## src/rtl/rle_vga_pkg.sv

```systemverilog
// Shared types and word layout for the VGA RLE pixel path.
// A run word is {run_len[RUN_W-1:0], colour[COLOUR_W-1:0]}; run_len of 0 marks end of frame.
package rle_vga_pkg;

  localparam int RUN_W       = 10;
  localparam int COLOUR_W    = 6;
  localparam int WORD_W      = RUN_W + COLOUR_W;
  localparam int RLE_EOF_RUN = 0;

  localparam int RUN_MSB    = WORD_W - 1;
  localparam int RUN_LSB    = COLOUR_W;
  localparam int COLOUR_MSB = COLOUR_W - 1;
  localparam int COLOUR_LSB = 0;

  typedef enum logic [1:0] {
    IDLE       = 2'd0,
    ACTIVE     = 2'd1,
    WAIT_FRAME = 2'd2
  } state_t;

endpackage

```

## src/rtl/rle_run_expander_if.sv

```systemverilog
// Run-word stream from the flash word reader into the RLE expander.
// Handshake: a word transfers on every rising clk edge where word_valid and word_ready are both high;
// the master holds word_in stable while word_valid is high and ready is low, and ready may depend on valid.
interface rle_run_expander_if #(
  parameter int W = 16
);
  logic [W-1:0] word_in;
  logic         word_valid;
  logic         word_ready;

  modport master (output word_in, output word_valid, input word_ready);
  modport slave  (input word_in, input word_valid, output word_ready);
endinterface

```

## src/rtl/rle_word_skid.sv

```systemverilog
// One-entry prefetch slot: accepts a word when empty or when the held word is popped
// in the same cycle, so a continuous pop stream keeps the input ready every cycle.
module rle_word_skid #(
  parameter int W = 16
) (
  input  logic         clk,
  input  logic         rst,
  input  logic [W-1:0] in_word,
  input  logic         in_valid,
  output logic         in_ready,
  input  logic         pop,
  output logic [W-1:0] head,
  output logic         head_valid
);

  logic         full;
  logic [W-1:0] head_q;
  logic         push;

  assign in_ready   = !full || pop;
  assign push       = in_valid && in_ready;
  assign head       = head_q;
  assign head_valid = full;

  always_ff @(posedge clk or posedge rst) begin
    if (rst) begin
      full   <= 1'b0;
      head_q <= '0;
    end else begin
      if (push) begin
        head_q <= in_word;
        full   <= 1'b1;
      end else if (pop) begin
        full <= 1'b0;
      end
    end
  end

endmodule

```

## src/rtl/rle_run_expander.sv

```systemverilog
// RLE run expander: turns run words into one registered colour per pix_en strobe.
// Build option RLE_HOLD_ON_UNDERRUN_EN: underrun pixels repeat the last colour instead of black.
module rle_run_expander
  import rle_vga_pkg::*;
#(
  parameter int RUN_W    = rle_vga_pkg::RUN_W,
  parameter int COLOUR_W = rle_vga_pkg::COLOUR_W
) (
  input  logic                clk,
  input  logic                rst,
  rle_run_expander_if.slave   bus,
  input  logic                frame_start,
  input  logic                pix_en,
  input  logic                clear_err,
  output logic [COLOUR_W-1:0] colour,
  output logic                underrun,
  output logic                desync,
  output state_t              state_dbg,
  output logic [RUN_W-1:0]    remaining_dbg
);

  localparam int BUS_W = RUN_W + COLOUR_W;

  state_t              state, state_nx;
  logic [RUN_W-1:0]    remaining, remaining_nx;
  logic [COLOUR_W-1:0] cur_colour, cur_colour_nx;
  logic [COLOUR_W-1:0] colour_nx, blank_colour;
  logic                drop, drop_nx;
  logic                pop, underrun_set, desync_set;

  logic [BUS_W-1:0]    head;
  logic                head_valid;
  logic [RUN_W-1:0]    head_run;
  logic [COLOUR_W-1:0] head_colour;
  logic                head_eof;
  logic                pix, rem_zero, exhausted;

  rle_word_skid #(.W(BUS_W)) u_skid (
    .clk        (clk),
    .rst        (rst),
    .in_word    (bus.word_in),
    .in_valid   (bus.word_valid),
    .in_ready   (bus.word_ready),
    .pop        (pop),
    .head       (head),
    .head_valid (head_valid)
  );

  assign head_run    = head[BUS_W-1 -: RUN_W];
  assign head_colour = head[COLOUR_W-1:0];
  assign head_eof    = head_valid && (head_run == RUN_W'(RLE_EOF_RUN));

  // frame_start outranks a coincident pix_en, so that strobe is never a pixel.
  assign pix       = pix_en && !frame_start;
  assign rem_zero  = (remaining == '0);
  assign exhausted = rem_zero || (pix && remaining == RUN_W'(1));

`ifdef RLE_HOLD_ON_UNDERRUN_EN
  assign blank_colour = colour;
`else
  assign blank_colour = '0;
`endif

  assign state_dbg     = state;
  assign remaining_dbg = remaining;

  always_ff @(posedge clk or posedge rst) begin
    if (rst) state <= IDLE;
    else     state <= state_nx;
  end

  always_comb begin
    state_nx = state;
    case (state)
      IDLE:       if (frame_start) state_nx = ACTIVE;
      ACTIVE:     if (!frame_start && !drop && exhausted && head_eof) state_nx = WAIT_FRAME;
      WAIT_FRAME: if (frame_start) state_nx = ACTIVE;
      default:    state_nx = IDLE;
    endcase
  end

  always_comb begin
    pop           = 1'b0;
    remaining_nx  = remaining;
    cur_colour_nx = cur_colour;
    colour_nx     = colour;
    drop_nx       = drop;
    underrun_set  = 1'b0;
    desync_set    = 1'b0;
    case (state)
      IDLE: begin
        colour_nx = '0;
        drop_nx   = 1'b0;
      end
      WAIT_FRAME: begin
        if (pix) colour_nx = '0;
        drop_nx = 1'b0;
      end
      ACTIVE: begin
        if (frame_start) begin
          desync_set   = 1'b1;
          remaining_nx = '0;
          drop_nx      = 1'b1;
        end else if (drop) begin
          // Draining the abandoned frame: discard words through its EOF, stay ACTIVE.
          pop = head_valid;
          if (head_eof) drop_nx = 1'b0;
          if (pix) begin
            colour_nx    = '0;
            underrun_set = !head_valid;
          end
        end else begin
          if (pix && !rem_zero) begin
            colour_nx    = cur_colour;
            remaining_nx = remaining - RUN_W'(1);
          end
          if (exhausted && head_valid) begin
            pop = 1'b1;
            if (head_eof) begin
              remaining_nx = '0;
              if (pix && rem_zero) colour_nx = '0;
            end else begin
              cur_colour_nx = head_colour;
              // An idle counter hands this strobe straight to the new run's first pixel.
              if (pix && rem_zero) begin
                colour_nx    = head_colour;
                remaining_nx = head_run - RUN_W'(1);
              end else begin
                remaining_nx = head_run;
              end
            end
          end else if (pix && rem_zero) begin
            underrun_set = 1'b1;
            colour_nx    = blank_colour;
          end
        end
      end
      default: ;
    endcase
  end

  always_ff @(posedge clk or posedge rst) begin
    if (rst) begin
      remaining  <= '0;
      cur_colour <= '0;
      colour     <= '0;
      drop       <= 1'b0;
      underrun   <= 1'b0;
      desync     <= 1'b0;
    end else begin
      remaining  <= remaining_nx;
      cur_colour <= cur_colour_nx;
      colour     <= colour_nx;
      drop       <= drop_nx;
      underrun   <= underrun_set || (underrun && !clear_err);
      desync     <= desync_set || (desync && !clear_err);
    end
  end

endmodule

```

## src/flat_wrapper.sv

```systemverilog
// flat-port wrapper written by rule: the top's interface ports become plain ports
module rle_run_expander_flat import rle_vga_pkg::*;
#(
  parameter int RUN_W    = rle_vga_pkg::RUN_W,
  parameter int COLOUR_W = rle_vga_pkg::COLOUR_W
)
  (clk, rst, frame_start, pix_en, clear_err, colour, underrun, desync, state_dbg, remaining_dbg, bus_word_in, bus_word_valid, bus_word_ready);
  rle_run_expander_if #(.W(16)) bus_i ();
  input  logic clk;
  input  logic rst;
  input  logic frame_start;
  input  logic pix_en;
  input  logic clear_err;
  output logic [COLOUR_W-1:0] colour;
  output logic underrun;
  output logic desync;
  output state_t state_dbg;
  output logic [RUN_W-1:0] remaining_dbg;
  input wire logic [$bits(bus_i.word_in)-1:0] bus_word_in;
  input wire logic [$bits(bus_i.word_valid)-1:0] bus_word_valid;
  output wire logic [$bits(bus_i.word_ready)-1:0] bus_word_ready;
  assign bus_i.word_in = bus_word_in;
  assign bus_i.word_valid = bus_word_valid;
  assign bus_word_ready = bus_i.word_ready;
  rle_run_expander #(.RUN_W(RUN_W), .COLOUR_W(COLOUR_W)) u_core (.clk(clk), .rst(rst), .bus(bus_i), .frame_start(frame_start), .pix_en(pix_en), .clear_err(clear_err), .colour(colour), .underrun(underrun), .desync(desync), .state_dbg(state_dbg), .remaining_dbg(remaining_dbg));
endmodule
```

## config.mk

```make
export PLATFORM = sky130hd
export DESIGN_NAME = rle_run_expander_flat
export DESIGN_NICKNAME = d
export VERILOG_FILES = /design/src/rtl/rle_vga_pkg.sv /design/src/rtl/rle_run_expander_if.sv /design/src/rtl/rle_word_skid.sv /design/src/rtl/rle_run_expander.sv /design/src/flat_wrapper.sv
export SDC_FILE = /design/constraint.sdc
export NUM_CORES = 1
export LEC_CHECK = 0
export ABC_AREA = 1
export CORE_ASPECT_RATIO = 1.4
export CORE_MARGIN = 8
export CORE_UTILIZATION = 55
export CTS_CLUSTER_DIAMETER = 50
export CTS_CLUSTER_SIZE = 10
export DETAILED_ROUTE_END_ITERATION = 10
export DONT_BUFFER_PORTS = 1
export HOLD_SLACK_MARGIN = 0.08
export PLACE_DENSITY = 0.75
export SYNTH_ARGS = -nofsm -noshare
export SYNTH_HDL_FRONTEND = slang
export SYNTH_SLANG_ARGS = --single-unit
```

## constraint.sdc

```tcl
create_clock -name clk -period 2.7 [get_ports clk]
set_clock_uncertainty 0.2 [all_clocks]
set_input_delay 0.54 -clock clk [delete_from_list [all_inputs] [get_ports clk]]
set_output_delay 0.54 -clock clk [all_outputs]
set_load 0.1 [all_outputs]
```

Yosys cells after proc, flatten, opt, wreduce, memory -nomap -nowiden:

Cells that the tools add are included.

* add/subtract/negate cells: 2
* equal/unequal tests: 7
* mux-type cells: 36
* bitwise operators: 3
* reduce and logical (&&, ||, !) cells: 33

Operator list (count)
* $mux W10: 6
* $mux W6: 8
* $logic_not A10 Y1: 2
* $sub A10 B1 Y10 const B: 2
* $pmux W6 S3: 1
* $mux W1: 17
* $logic_and A1 B1 Y1: 12
* $eq A10 B1 Y1 const B: 1
* $reduce_bool A3 Y1: 2
* $logic_not A1 Y1: 5
* $reduce_and A5 Y1: 1
* $logic_or A1 B1 Y1: 4
* $mux W2: 2
* $ne A2 B1 Y1 const B: 2
* $ne A2 B2 Y1 const B: 2
* $pmux W2 S2: 1
* $reduce_and A2 Y1: 2
* $reduce_bool A2 Y1: 2
* $not A1 Y1: 3
* $reduce_and A3 Y1: 1
* $eq A2 B1 Y1 const B: 1
* $eq A2 B2 Y1 const B: 1
* $logic_not A2 Y1: 1
* $pmux W1 S2: 1
* $reduce_or A2 Y1: 1

* register bits: 44
* input bits: 22

Longest topological paths before layout:

Gate-level depths: netlist (run 1).

* depth after elaboration: 12
* depth in mapped cells: 13
* depth with buffers taken out: 13

By module:

A second synthesis (run 1) with hierarchy kept.

* cell total of the unflattened synthesis: 426
* area total of the unflattened synthesis: 3009.1 um^2

By module, submodules not included
* rle_run_expander: instances 1, cells each 352, area each 2290.9 um^2, seq. area each 675.6 um^2
* rle_word_skid: instances 1, cells each 74, area each 718.2 um^2, seq. area each 425.4 um^2

Least setup slack after synthesis (run 1):

Ideal clock, no wire load.

* path type: register to output
* start point: register u_core.remaining[0] (netlist: u_core.remaining_dbg[0])
* end point: output port bus_word_ready
* arrival time: 2223 ps
* path slack: -263 ps
* stages on the path, launching flop included: 8
* path buffers: 1
* cell sequence: dfrtp_1 > inv_1 > ha_1 > o21ai_4 > inv_2 > nor2_2 > o21ai_4 > buf_4

* cells in the longest elaborated chain, start to end: 9
* elaborated cells between the ends (all ways): 10
* classes of those cells: eq/ne: 1; mux: 4; reduce/logical: 5

RTL lines
* start: declaration: RTL line rle_run_expander.sv:25 `logic [RUN_W-1:0] remaining, remaining_nx;`
* start signal: assignment: RTL line rle_run_expander.sv:151 `remaining <= remaining_nx;`
* $eq A10 B1 Y1: RTL line rle_run_expander.sv:56 `assign exhausted = rem_zero || (pix && remaining == RUN_W'(1));`
* $logic_and A1 B1 Y1: RTL line rle_run_expander.sv:56
* $logic_or A1 B1 Y1 (*): RTL line rle_run_expander.sv:56
* $logic_and A1 B1 Y1 (*): RTL line rle_run_expander.sv:117 `if (exhausted && head_valid) begin`
* $mux W1 (*): RTL line rle_run_expander.sv:117
* $mux W1 (*): RTL line rle_run_expander.sv:104 `end else if (drop) begin`
* $mux W1 (*): RTL line rle_run_expander.sv:100 `if (frame_start) begin`
* $mux W1 (*): RTL line rle_run_expander.sv:90 `case (state)`
* $logic_or A1 B1 Y1 (*): RTL line rle_word_skid.sv:20 `assign in_ready = !full || pop;`
* end: declaration: RTL line flat_wrapper.sv:21 `output wire logic [$bits(bus_i.word_ready)-1:0] bus_word_ready;`

Mark *: on every way between the ends. The rest lies on a longest branch, timed or not.

Worst setup path in the final report (run 1):

* start point: register u_core.remaining[1] (netlist: u_core.remaining_dbg[1])
* end point: output port bus_word_ready

Same word-level chain as after synthesis.

==> results.ini, run 1 <==
[synth]
yosys.area.top_type = dfrtp_1
synth-warning-count = 0
synthDominantCellAreaShare = 0.376
cells_taking_the_most_area_after_synthesis = dfrtp_1, nand2_1, nand3_1
synth.cell_area_um2 = 2930
syn_area_per_cell_um2 = 7.05
ys_seq_area_frac = 0.376
syn_inst = 415
flip_flop_and_latch_count_after_synthesis = 44
mappedNetlistNets = 447
netlist-cell-type-count = 35

[cells_and_area]
flip_flop_and_latch_area_um2 = 1120
fin_cells = 508
multi_input_comb_area_um2 = 1630
nets = 473
post_route_cells_drive_above_1_share = 0.172
nFillCells = 502
insertedDiodeCount = 0
area_growth_syn_to_layout_pct = 14.0

[sta]
report.final.setup_viol = 0
fmax_ghz = 0.385
min_period_over_period = 0.962
layout_min_cycle_time_ns = 2.60
timing.setup.tns_ns = 0
slew-limit-headroom = 0.400
timing_worst_slew_pin_value_ns = 0.900
rsz0062_at_grt = no
finalHoldWorstSlack_ns = 0.119
final-hold-violation-count = 0
final-max-slew-violation-count = 0

[route]
drt_pre_antenna_iters = 4
first_iter_violations = 151
num_vias = 2553
finalWirelength_um = 6750
route.detailed.vias_per_inst = 5.03
post_drt_wl_per_cell_um = 13.3
drc_errors = 0
ant_nets = 0

[die]
io_pins = 43
dieArea_um2 = 7950
rows = 31
core_area_um2 = 5160
initial_core_util = 0.568
dieHeight_um = 102
die_width_um = 77.7

[clocking]
tritoncts = built
clk_pin_slew_worst_paths_ns = 0.10
tritoncts_buffer_count = 5
cts_sinks = 44
insertion_delay_ns = 0.31
clock_tree_buf_depth = 2
cts-htree-levels = 2
root_buf_cell = clkbuf_8

[run]
max_cap_violations = 0

[worst_hold_path]
hold_path.class = primary input to register

[power_and_ir_drop]
power_density_nw_per_um2 = 1450
power.net_switching_mw = 2.64
power.leakage_nw = 1.79
seqPwrFrac = 0.239
vdd.ir_drop.worst_v = 0.000958
internal_power_summed_over_all_cells_mw = 2.19
switching_share = 0.546
power.share.clock = 0.110
comb_power_share = 0.651

[worst_setup_path]
crit_path_start_kind = register
setup.worst_path.end_class = primary output
required_ns = 1.96
worstPathMaxFanout = 5
type_of_the_setup_path_with_the_least_slack = register to primary output
critical_path_arrival_ns = 1.86

[grt]
initial_antenna_violation_count = 0
grt_usage = 0.174
grt_first_pass_wirelength_um = 11400
overflow = 0
maximum_number_of_pins_on_one_net_before_global_route_repair = 20
first_global_vias = 2537

[placement]
place_congestion = 0.929
numPortBuffers = 0
dp.cells = 496
dp_hpwl_um = 5060

[run_status]
outcome = finished, final reports clean

==> per-layer routing <==
| layer | vias up | track usage | part of all wire |
|---|---|---|---|
| met2 | 51 | 0.304 | 0.51 |
| li1 | 1345 | - | - |
| met5 | - | 0 | 0 |
| met3 | 7 | 0.0431 | 0.044 |
| met1 | 1150 | 0.201 | 0.43 |
| met4 | 0 | 0.0598 | 0.013 |
==> what timing repair did <==
action / in CTS / in global routing
hold endpoints to repair: 16 / 0
resized for setup: 0 / 1
setup buffers: 0 / 1
hold buffers: 1 / 0
setup endpoints to repair: 0 / 1
==> worst max-delay path, cell delays in order, from the launching register on <==
cell and delay, ns:
dfrtp_2 0.41, inv_1 0.15, ha_1 0.17, inv_1 0.07
nor2_4 0.15, o21ai_4 0.08, inv_2 0.07, nor2_2 0.04
o21ai_4 0.20, buf_12 0.21
==> path summary, 6_finish.rpt <==
check                                        start                 endpoint  slack (ns)  cells after the start
setup / recovery           u_core.remaining_dbg[1]           bus_word_ready        0.10                      9
hold / removal                           clear_err            u_core.desync        0.12                      1
setup reg to reg           u_core.remaining_dbg[1]     u_core.cur_colour[0]        0.35                     11
hold reg to reg              u_core.u_skid.head[1]    u_core.u_skid.head[1]        0.28                      2
max in group asynchronous                      rst  u_core.remaining_dbg[1]        1.21                      3
min in group asynchronous                      rst         u_core.colour[5]        0.47                      2
==> cells in the mapped netlist, drive strengths merged <==
cell / number
o21a: 1
and2: 1
o21ai: 20
nor2: 41
dfrtp: 44
nor3: 2
xnor2: 5
buf: 7
o21bai: 1
nand4: 5
clkbuf: 1
or2: 2
o22ai: 1
xor2: 8
nand3b: 1
inv: 37
nand3: 37
a21oi: 6
ha: 10
nand2: 185
==> layout by cell type, fill, tap and decap left out, types with 4 or more instances in the layout <==
cell	synthesis	layout
a21oi_1	5	5
buf_4	2	23
clkbuf_8	0	5
dfrtp_1	44	32
dfrtp_2	0	12
ha_1	10	10
inv_1	33	32
nand2_1	180	180
nand3_1	37	37
nand4_1	4	4
nor2_1	31	31
nor2_2	5	4
nor2_4	5	6
o21ai_0	11	11
o21ai_2	6	6
xnor2_1	5	5
xor2_1	8	8
==> cell type report <==
class | instances | share of cell area
multi-input combinational | 326 | 0.488
sequential | 44 | 0.334
timing repair buffer | 27 | 0.0757
inverter | 37 | 0.0424
tap | 66 | 0.0247
clock buffer | 5 | 0.0206
clock inverter | 3 | 0.0139
==> registers in the layout, indices dropped and copies added, names as in the netlist <==
name                      count
u_core.underrun               1
u_core.desync                 1
u_core.drop                   1
u_core.u_skid.head_valid      1
u_core.remaining_dbg         10
u_core.u_skid.head           16
u_core.cur_colour             6
u_core.colour                 6
u_core.state_dbg              2
==> metrics by stage <==
stage / power, mW / instance area (um2) / utilization / worst slack (ns)
floorplan: 3.64 / 2940 / - / 0.0186
global placement: 4.10 / 3150 / 0.610 / 0.386
detailed placement: 4.16 / 3150 / 0.610 / 0.346
CTS: 4.71 / 3270 / 0.635 / 0.0790
global route: 5.25 / 3340 / 0.647 / 0.0146
finish: 4.83 / 3340 / 0.647 / 0.103
==> kinds of logic after synthesis <==
| logic type | share of synthesized area |
|---|---|
| flops | 0.376 |
| buf+inv | 0.0692 |
| fa+ha+maj | 0.0427 |
| xor+xnor | 0.0389 |
| simple gates | 0.405 |
| compound gates | 0.0684 |
==> power groups by stage <==
stage / Sequential (mW) / Clock (mW) / Combinational (mW)
6_report: 1.15 / 0.530 / 3.14
3_5_place_dp: 1.16 / 0 / 3.00
3_3_place_gp: 1.15 / 0 / 2.95
2_1_floorplan: 1.64 / 0 / 2.00
4_1_cts: 1.15 / 0.539 / 3.01
5_1_grt: 1.19 / 0.563 / 3.50
(Power assumes the default switching activity.)
==> run 2, diff against run 1 <==
--- a/config.mk
+++ b/config.mk
@@ -17,4 +17,5 @@
 export PLACE_DENSITY = 0.75
 export SYNTH_ARGS = -nofsm -noshare
 export SYNTH_HDL_FRONTEND = slang
+export SYNTH_HIERARCHICAL = 1
 export SYNTH_SLANG_ARGS = --single-unit
==> results.ini, run 2 <==
[sta]
rsz0062_at_grt = yes
slew-limit-headroom = 0.439  ; +0.0389
report.final.setup_viol = 0  ; unchanged
final-max-slew-violation-count = 0  ; unchanged
min_period_over_period = 0.988  ; +0.0257
final-hold-violation-count = 0  ; unchanged
finalWorstSetupSlack_ns = 0.0335  ; -0.0694 ns
layout_min_cycle_time_ns = 2.67  ; +0.0694 ns
fmax_ghz = 0.375  ; -2.6%
timing_worst_slew_pin_value_ns = 0.841  ; -0.0593 ns

[power_and_ir_drop]
power_density_nw_per_um2 = 1420  ; -1.6%
power.total_mw = 4.85  ; +0.50%
vdd.ir_drop.worst_v = 0.000643  ; -33%
power.leakage_nw = 1.83  ; +2.7%

[synth]
flip_flop_and_latch_count_after_synthesis = 44  ; unchanged
syn_inst = 426  ; +2.7%
cells_taking_the_most_area_after_synthesis = dfrtp_1, nand2_1, nand3_1
syn_area_per_cell_um2 = 7.06  ; +0.12%
synth.cell_area_um2 = 3010  ; +2.8%
async_flop_share = 1.00  ; unchanged
yosys.area.top_type = dfrtp_1
netlist-cell-type-count = 32  ; -8.6%
ys_seq_area_frac = 0.366  ; -0.0102
synth_commonest_cells = nand2_1, dfrtp_1, inv_1, nand3_1, nor2_1
synth-warning-count = 6  ; +6
mappedNetlistNets = 458  ; +2.5%
synthDominantCellAreaShare = 0.366  ; -0.0102
synth-edff-count = 0  ; unchanged
synthMostInstantiatedCell = nand2_1
synth_top_flop_cell = dfrtp_1

[die]
io_pins = 43  ; unchanged
core_area_um2 = 5410  ; +4.8%
dieArea_um2 = 8130  ; +2.3%
die_width_um = 78.5  ; +1.1%
initial_core_util = 0.557  ; -0.0108
dieHeight_um = 104  ; +1.2%
rows = 32  ; +3.2%

[placement]
numPortBuffers = 0  ; unchanged
place_area_um2 = 3260  ; +3.4%
dp_hpwl_um = 5190  ; +2.6%
place_congestion = 0.887  ; -4.6%
dp_worst_setup_slack_ns = 0.170  ; -0.176 ns

[worst_setup_path]
timing.critical_path.max_delay_family = simple AND/OR/NAND/NOR gates
setup.worst_path.end_class = primary output
worstPathMaxFanout = 5  ; unchanged
timing.critical_path.depth = 10  ; +1
critical_path_arrival_ns = 1.93  ; +0.07 ns
worstPathCellList = buf_4, ha_1, nand3_1, nor2_1, nand3_1, nand2_2, o21ai_2, nor3_2, inv_2, nand2_8
cpMostUsedCell = nand3_1
path_buf_inv = 2  ; -2
type_of_the_setup_path_with_the_least_slack = register to primary output
cp_slowest_stage_delay_ns = 0.50  ; +0.09 ns
critical-path-slowest-cell = dfrtp_4
required_ns = 1.96  ; about the same
crit_path_start_kind = register
worstRegToRegCells = 13  ; +2

[cells_and_area]
final_cell_area_um2 = 3410  ; +2.2%
post_route_cells_drive_above_1_share = 0.206  ; +0.0337
layout.core_utilization = 0.631  ; -0.0161
area_growth_syn_to_layout_pct = 13.3
nFillCells = 518  ; +3.2%
largest_reg_flops = 16  ; unchanged
insertedDiodeCount = 0  ; unchanged
final_cell_mix = nand2_1, nand3_1, inv_1
mostFrequentLayoutCell = nand2_1
nets = 488  ; +3.2%

[grt]
maximum_number_of_pins_on_one_net_before_global_route_repair = 21  ; +5.0%
first_global_vias = 2664  ; +5.0%
grt_first_pass_wirelength_um = 12100  ; +6.3%
overflow = 0  ; unchanged
initial_antenna_violation_count = 0  ; unchanged
grt_usage = 0.177  ; +0.00349

[clocking]
clk_pin_slew_worst_paths_ns = 0.09  ; about the same
cts_sinks = 44  ; unchanged
root_buf_cell = clkbuf_8
tritoncts = built
cts-htree-levels = 2  ; unchanged
insertion_delay_ns = 0.30  ; about the same
clock_tree_buf_depth = 2  ; unchanged
tritoncts_buffer_count = 5  ; unchanged

[run_status]
outcome = finished, final reports clean

[route]
finalWirelength_um = 6820  ; +1.0%
post_drt_wl_per_cell_um = 13.0  ; -2.3%
route.detailed.vias_per_inst = 5.13  ; +2.1%
ant_nets = 0  ; unchanged
first_iter_violations = 202  ; +34%
num_vias = 2695  ; +5.6%
drc_errors = 0  ; unchanged
drt_pre_antenna_iters = 4  ; unchanged

[worst_hold_path]
hold_path.class = primary input to async pin

[run]
max_cap_violations = 0  ; unchanged

## run 2: layout make-up
cell class,count,area (um2),area share
Tap cell,68,85.1,0.0250
Timing Repair Buffer,31,235,0.0690
Clock inverter,2,12.5,0.00367
Inverter,43,171,0.0503
Clock buffer,6,72.6,0.0213
Multi-Input combinational cell,331,1710,0.502
Sequential cell,44,1120,0.328
## run 2: timing repair
| action | CTS | global route |
|---|---|---|
| hold buffers | 1 | 0 |
| endpoints found under the setup margin | 1 | 1 |
| setup buffers | 3 | 1 |
| cloned | 1 | 0 |
| endpoints found under the hold margin | 17 | 0 |
| pin swaps | 3 | 1 |
| resized for setup | 2 | 2 |
## run 2: per-stage QoR
step	TNS [ns]	std cells	hold slack, ns
5_1_grt	-0.0611	525	0.136
2_1_floorplan	-0.0265	426	0.242
6_report	0	525	0.0868
3_5_place_dp	0	511	0.261
4_1_cts	0	524	0.0940
3_3_place_gp	0	511	0.255
## run 2: worst paths after layout
check                                   startpoint                      to  slack, ns
setup / recovery           u_core/remaining_dbg[0]          bus_word_ready       0.03
hold / removal                                 rst     u_core/state_dbg[1]       0.09
setup reg to reg           u_core/remaining_dbg[0]  u_core/u_skid/head[10]       0.42
hold reg to reg              u_core/u_skid/head[2]   u_core/u_skid/head[2]       0.28
max in group asynchronous                      rst  u_core/u_skid/head[14]       1.34
min in group clk                         clear_err         u_core/underrun       0.12
## run 2: logic make-up after synthesis
logic type | after synthesis | share of synthesized area
AND/OR/NAND/NOR | 279 | 0.416
buffers and inverters | 52 | 0.0823
flip-flops | 44 | 0.366
AO/OA/AOI/OAI | 31 | 0.0649
XOR/XNOR | 10 | 0.0291
adder cells (fa/ha/maj) | 10 | 0.0416
## run 2: power by group
part	leakage, nW	internal [mW]	switching [mW]	total [mW]
clock	0.0412	0.181	0.230	0.411
combinational	1.24	0.992	2.32	3.31
sequential	0.554	0.918	0.212	1.13
total	1.83	2.09	2.76	4.85
## run 2: metal layers
metal	global-route usage	wire length (um)	up-vias
li1	-	-	1386
met1	0.215	2950	1238
met2	0.291	3350	64
met3	0.0484	419	7
met4	0.0625	104	0
met5	0	0	-
==> run 3, diff against run 2 <==
--- a/config.mk
+++ b/config.mk
@@ -14,7 +14,7 @@
 export DETAILED_ROUTE_END_ITERATION = 10
 export DONT_BUFFER_PORTS = 1
 export HOLD_SLACK_MARGIN = 0.08
-export PLACE_DENSITY = 0.75
+export PLACE_DENSITY = 0.7
 export SYNTH_ARGS = -nofsm -noshare
 export SYNTH_HDL_FRONTEND = slang
 export SYNTH_HIERARCHICAL = 1
==> constraint.sdc (replaced) <==
create_clock -name clk -period 3 [get_ports clk]
set_clock_uncertainty 0.2 [all_clocks]
set_input_delay 0.6 -clock clk [delete_from_list [all_inputs] [get_ports clk]]
set_output_delay 0.6 -clock clk [all_outputs]
set_load 0.1 [all_outputs]
==> results.ini, run 3 (same netlist as run 2, synthesis figures left out) <==
[run_status]
outcome = finished, final reports clean

[cells_and_area]
nets = 472  ; -3.3%
largest_reg_flops = 16  ; unchanged
insertedDiodeCount = 0  ; unchanged
post_route_cells_drive_above_1_share = 0.147  ; -0.0583
area_growth_syn_to_layout_pct = 8.69
mostFrequentLayoutCell = nand2_1
final_cell_area_um2 = 3270  ; -4.1%
final_cell_mix = nand2_1, dfrtp_1, nand3_1, inv_1, nor2_1

[route]
route.detailed.vias_per_inst = 5.09  ; -0.88%
ant_nets = 0  ; unchanged
first_iter_violations = 140  ; -31%
finalWirelength_um = 6720  ; -1.5%
num_vias = 2590  ; -3.9%
drt_pre_antenna_iters = 4  ; unchanged
post_drt_wl_per_cell_um = 13.2  ; +1.6%
drc_errors = 0  ; unchanged

[sta]
report.final.setup_viol = 0  ; unchanged
min_period_over_period = 0.936
final-max-slew-violation-count = 0  ; unchanged
timing.setup.tns_ns = 0  ; unchanged
slew-limit-headroom = 0.371  ; -0.0679
finalWorstSetupSlack_ns = 0.192  ; +0.158 ns
layout_min_cycle_time_ns = 2.81
fmax_ghz = 0.356
rsz0062_at_grt = no
final-hold-violation-count = 0  ; unchanged
timing_worst_slew_pin_value_ns = 0.944  ; +0.103 ns

[die]
die_width_um = 78.5  ; unchanged
core_area_um2 = 5410  ; unchanged
dieArea_um2 = 8130  ; unchanged
io_pins = 43  ; unchanged
dieHeight_um = 104  ; unchanged
rows = 32  ; unchanged
initial_core_util = 0.557  ; unchanged

[clocking]
tritoncts_buffer_count = 5  ; unchanged
insertion_delay_ns = 0.30  ; about the same
cts-htree-levels = 2  ; unchanged
cts_sinks = 44  ; unchanged
clock_tree_buf_depth = 2  ; unchanged
root_buf_cell = clkbuf_8
tritoncts = built
clk_pin_slew_worst_paths_ns = 0.09  ; about the same

[worst_setup_path]
required_ns = 2.20  ; +0.24 ns
critical_path_arrival_ns = 2.01  ; +0.08 ns
setup.worst_path.end_class = primary output
worstPathMaxFanout = 5  ; unchanged
crit_path_start_kind = register
type_of_the_setup_path_with_the_least_slack = register to primary output
timing.reg2reg.setup_slack_ns = 0.46  ; +0.04 ns

[grt]
overflow = 0  ; unchanged
maximum_number_of_pins_on_one_net_before_global_route_repair = 19  ; -9.5%
grt_usage = 0.170  ; -0.00751
grt_first_pass_wirelength_um = 11500  ; -4.5%
initial_antenna_violation_count = 0  ; unchanged
first_global_vias = 2562  ; -3.8%

[run]
max_cap_violations = 0  ; unchanged

[placement]
place_congestion = 0.849  ; -4.3%
numPortBuffers = 0  ; unchanged
dp_hpwl_um = 5260  ; +1.3%
dp_worst_setup_slack_ns = 0.226  ; +0.0561 ns
place_area_um2 = 3120  ; -4.3%

[worst_hold_path]
hold_path.class = primary input to register

==> run 3: path summary, 6_finish.rpt <==
check	from	endpoint	depth (start not counted)
setup / recovery	u_core/remaining_dbg[0]	bus_word_ready	10
hold / removal	clear_err	u_core/underrun	1
setup reg to reg	u_core/remaining_dbg[0]	u_core/u_skid/head[11]	14
hold reg to reg	u_core/u_skid/head[0]	u_core/u_skid/head[0]	2
max in group asynchronous	rst	u_core/state_dbg[0]	3
min in group asynchronous	rst	u_core/cur_colour[3]	2
==> run 3: worst max-delay path: stages (launching register included) <==
cell     delay (ns)
dfrtp_2        0.45
inv_4          0.08
ha_1           0.15
inv_2          0.05
nor3_4         0.18
nand2_2        0.10
nand2_2        0.09
o21ai_0        0.08
nor3_1         0.21
inv_1          0.13
nand2_8        0.18
==> run 3: metal layers <==
metal | wire, um | share of wire | track usage | up-vias
li1 | - | - | - | 1359
met1 | 2920 | 0.44 | 0.206 | 1157
met2 | 3320 | 0.49 | 0.283 | 68
met3 | 394 | 0.059 | 0.0398 | 6
met4 | 78 | 0.012 | 0.0585 | 0
met5 | 0 | 0 | 0 | -
==> run 3: layout make-up <==
class                      count  area (um2)
multi-input combinational    330        1680
tap                           68        85.1
clock buffer                   5        68.8
inverter                      43         164
clock inverter                 3        46.3
timing repair buffer          16         123
fill                         527        2130
sequential                    44        1100
==> run 3: through the flow <==
step           utilization  hold slack (ns)  cells
2_1_floorplan            -            0.242    426
3_3_place_gp         0.576            0.259    499
3_5_place_dp         0.576            0.266    499
4_1_cts              0.602            0.166    508
5_1_grt              0.605            0.190    509
6_report             0.605            0.188    509
==> run 3: repair_timing <==
item	CTS	global route
gates resized for setup	2	5
hold buffers	1	0
hold endpoints to repair	27	0
setup buffers	0	1
endpoints found under the setup margin	1	1
pin swaps	0	2
Power of run 3 is not shown: default switching activity piles up to over one toggle a cycle in this logic, so the estimate is an artifact.
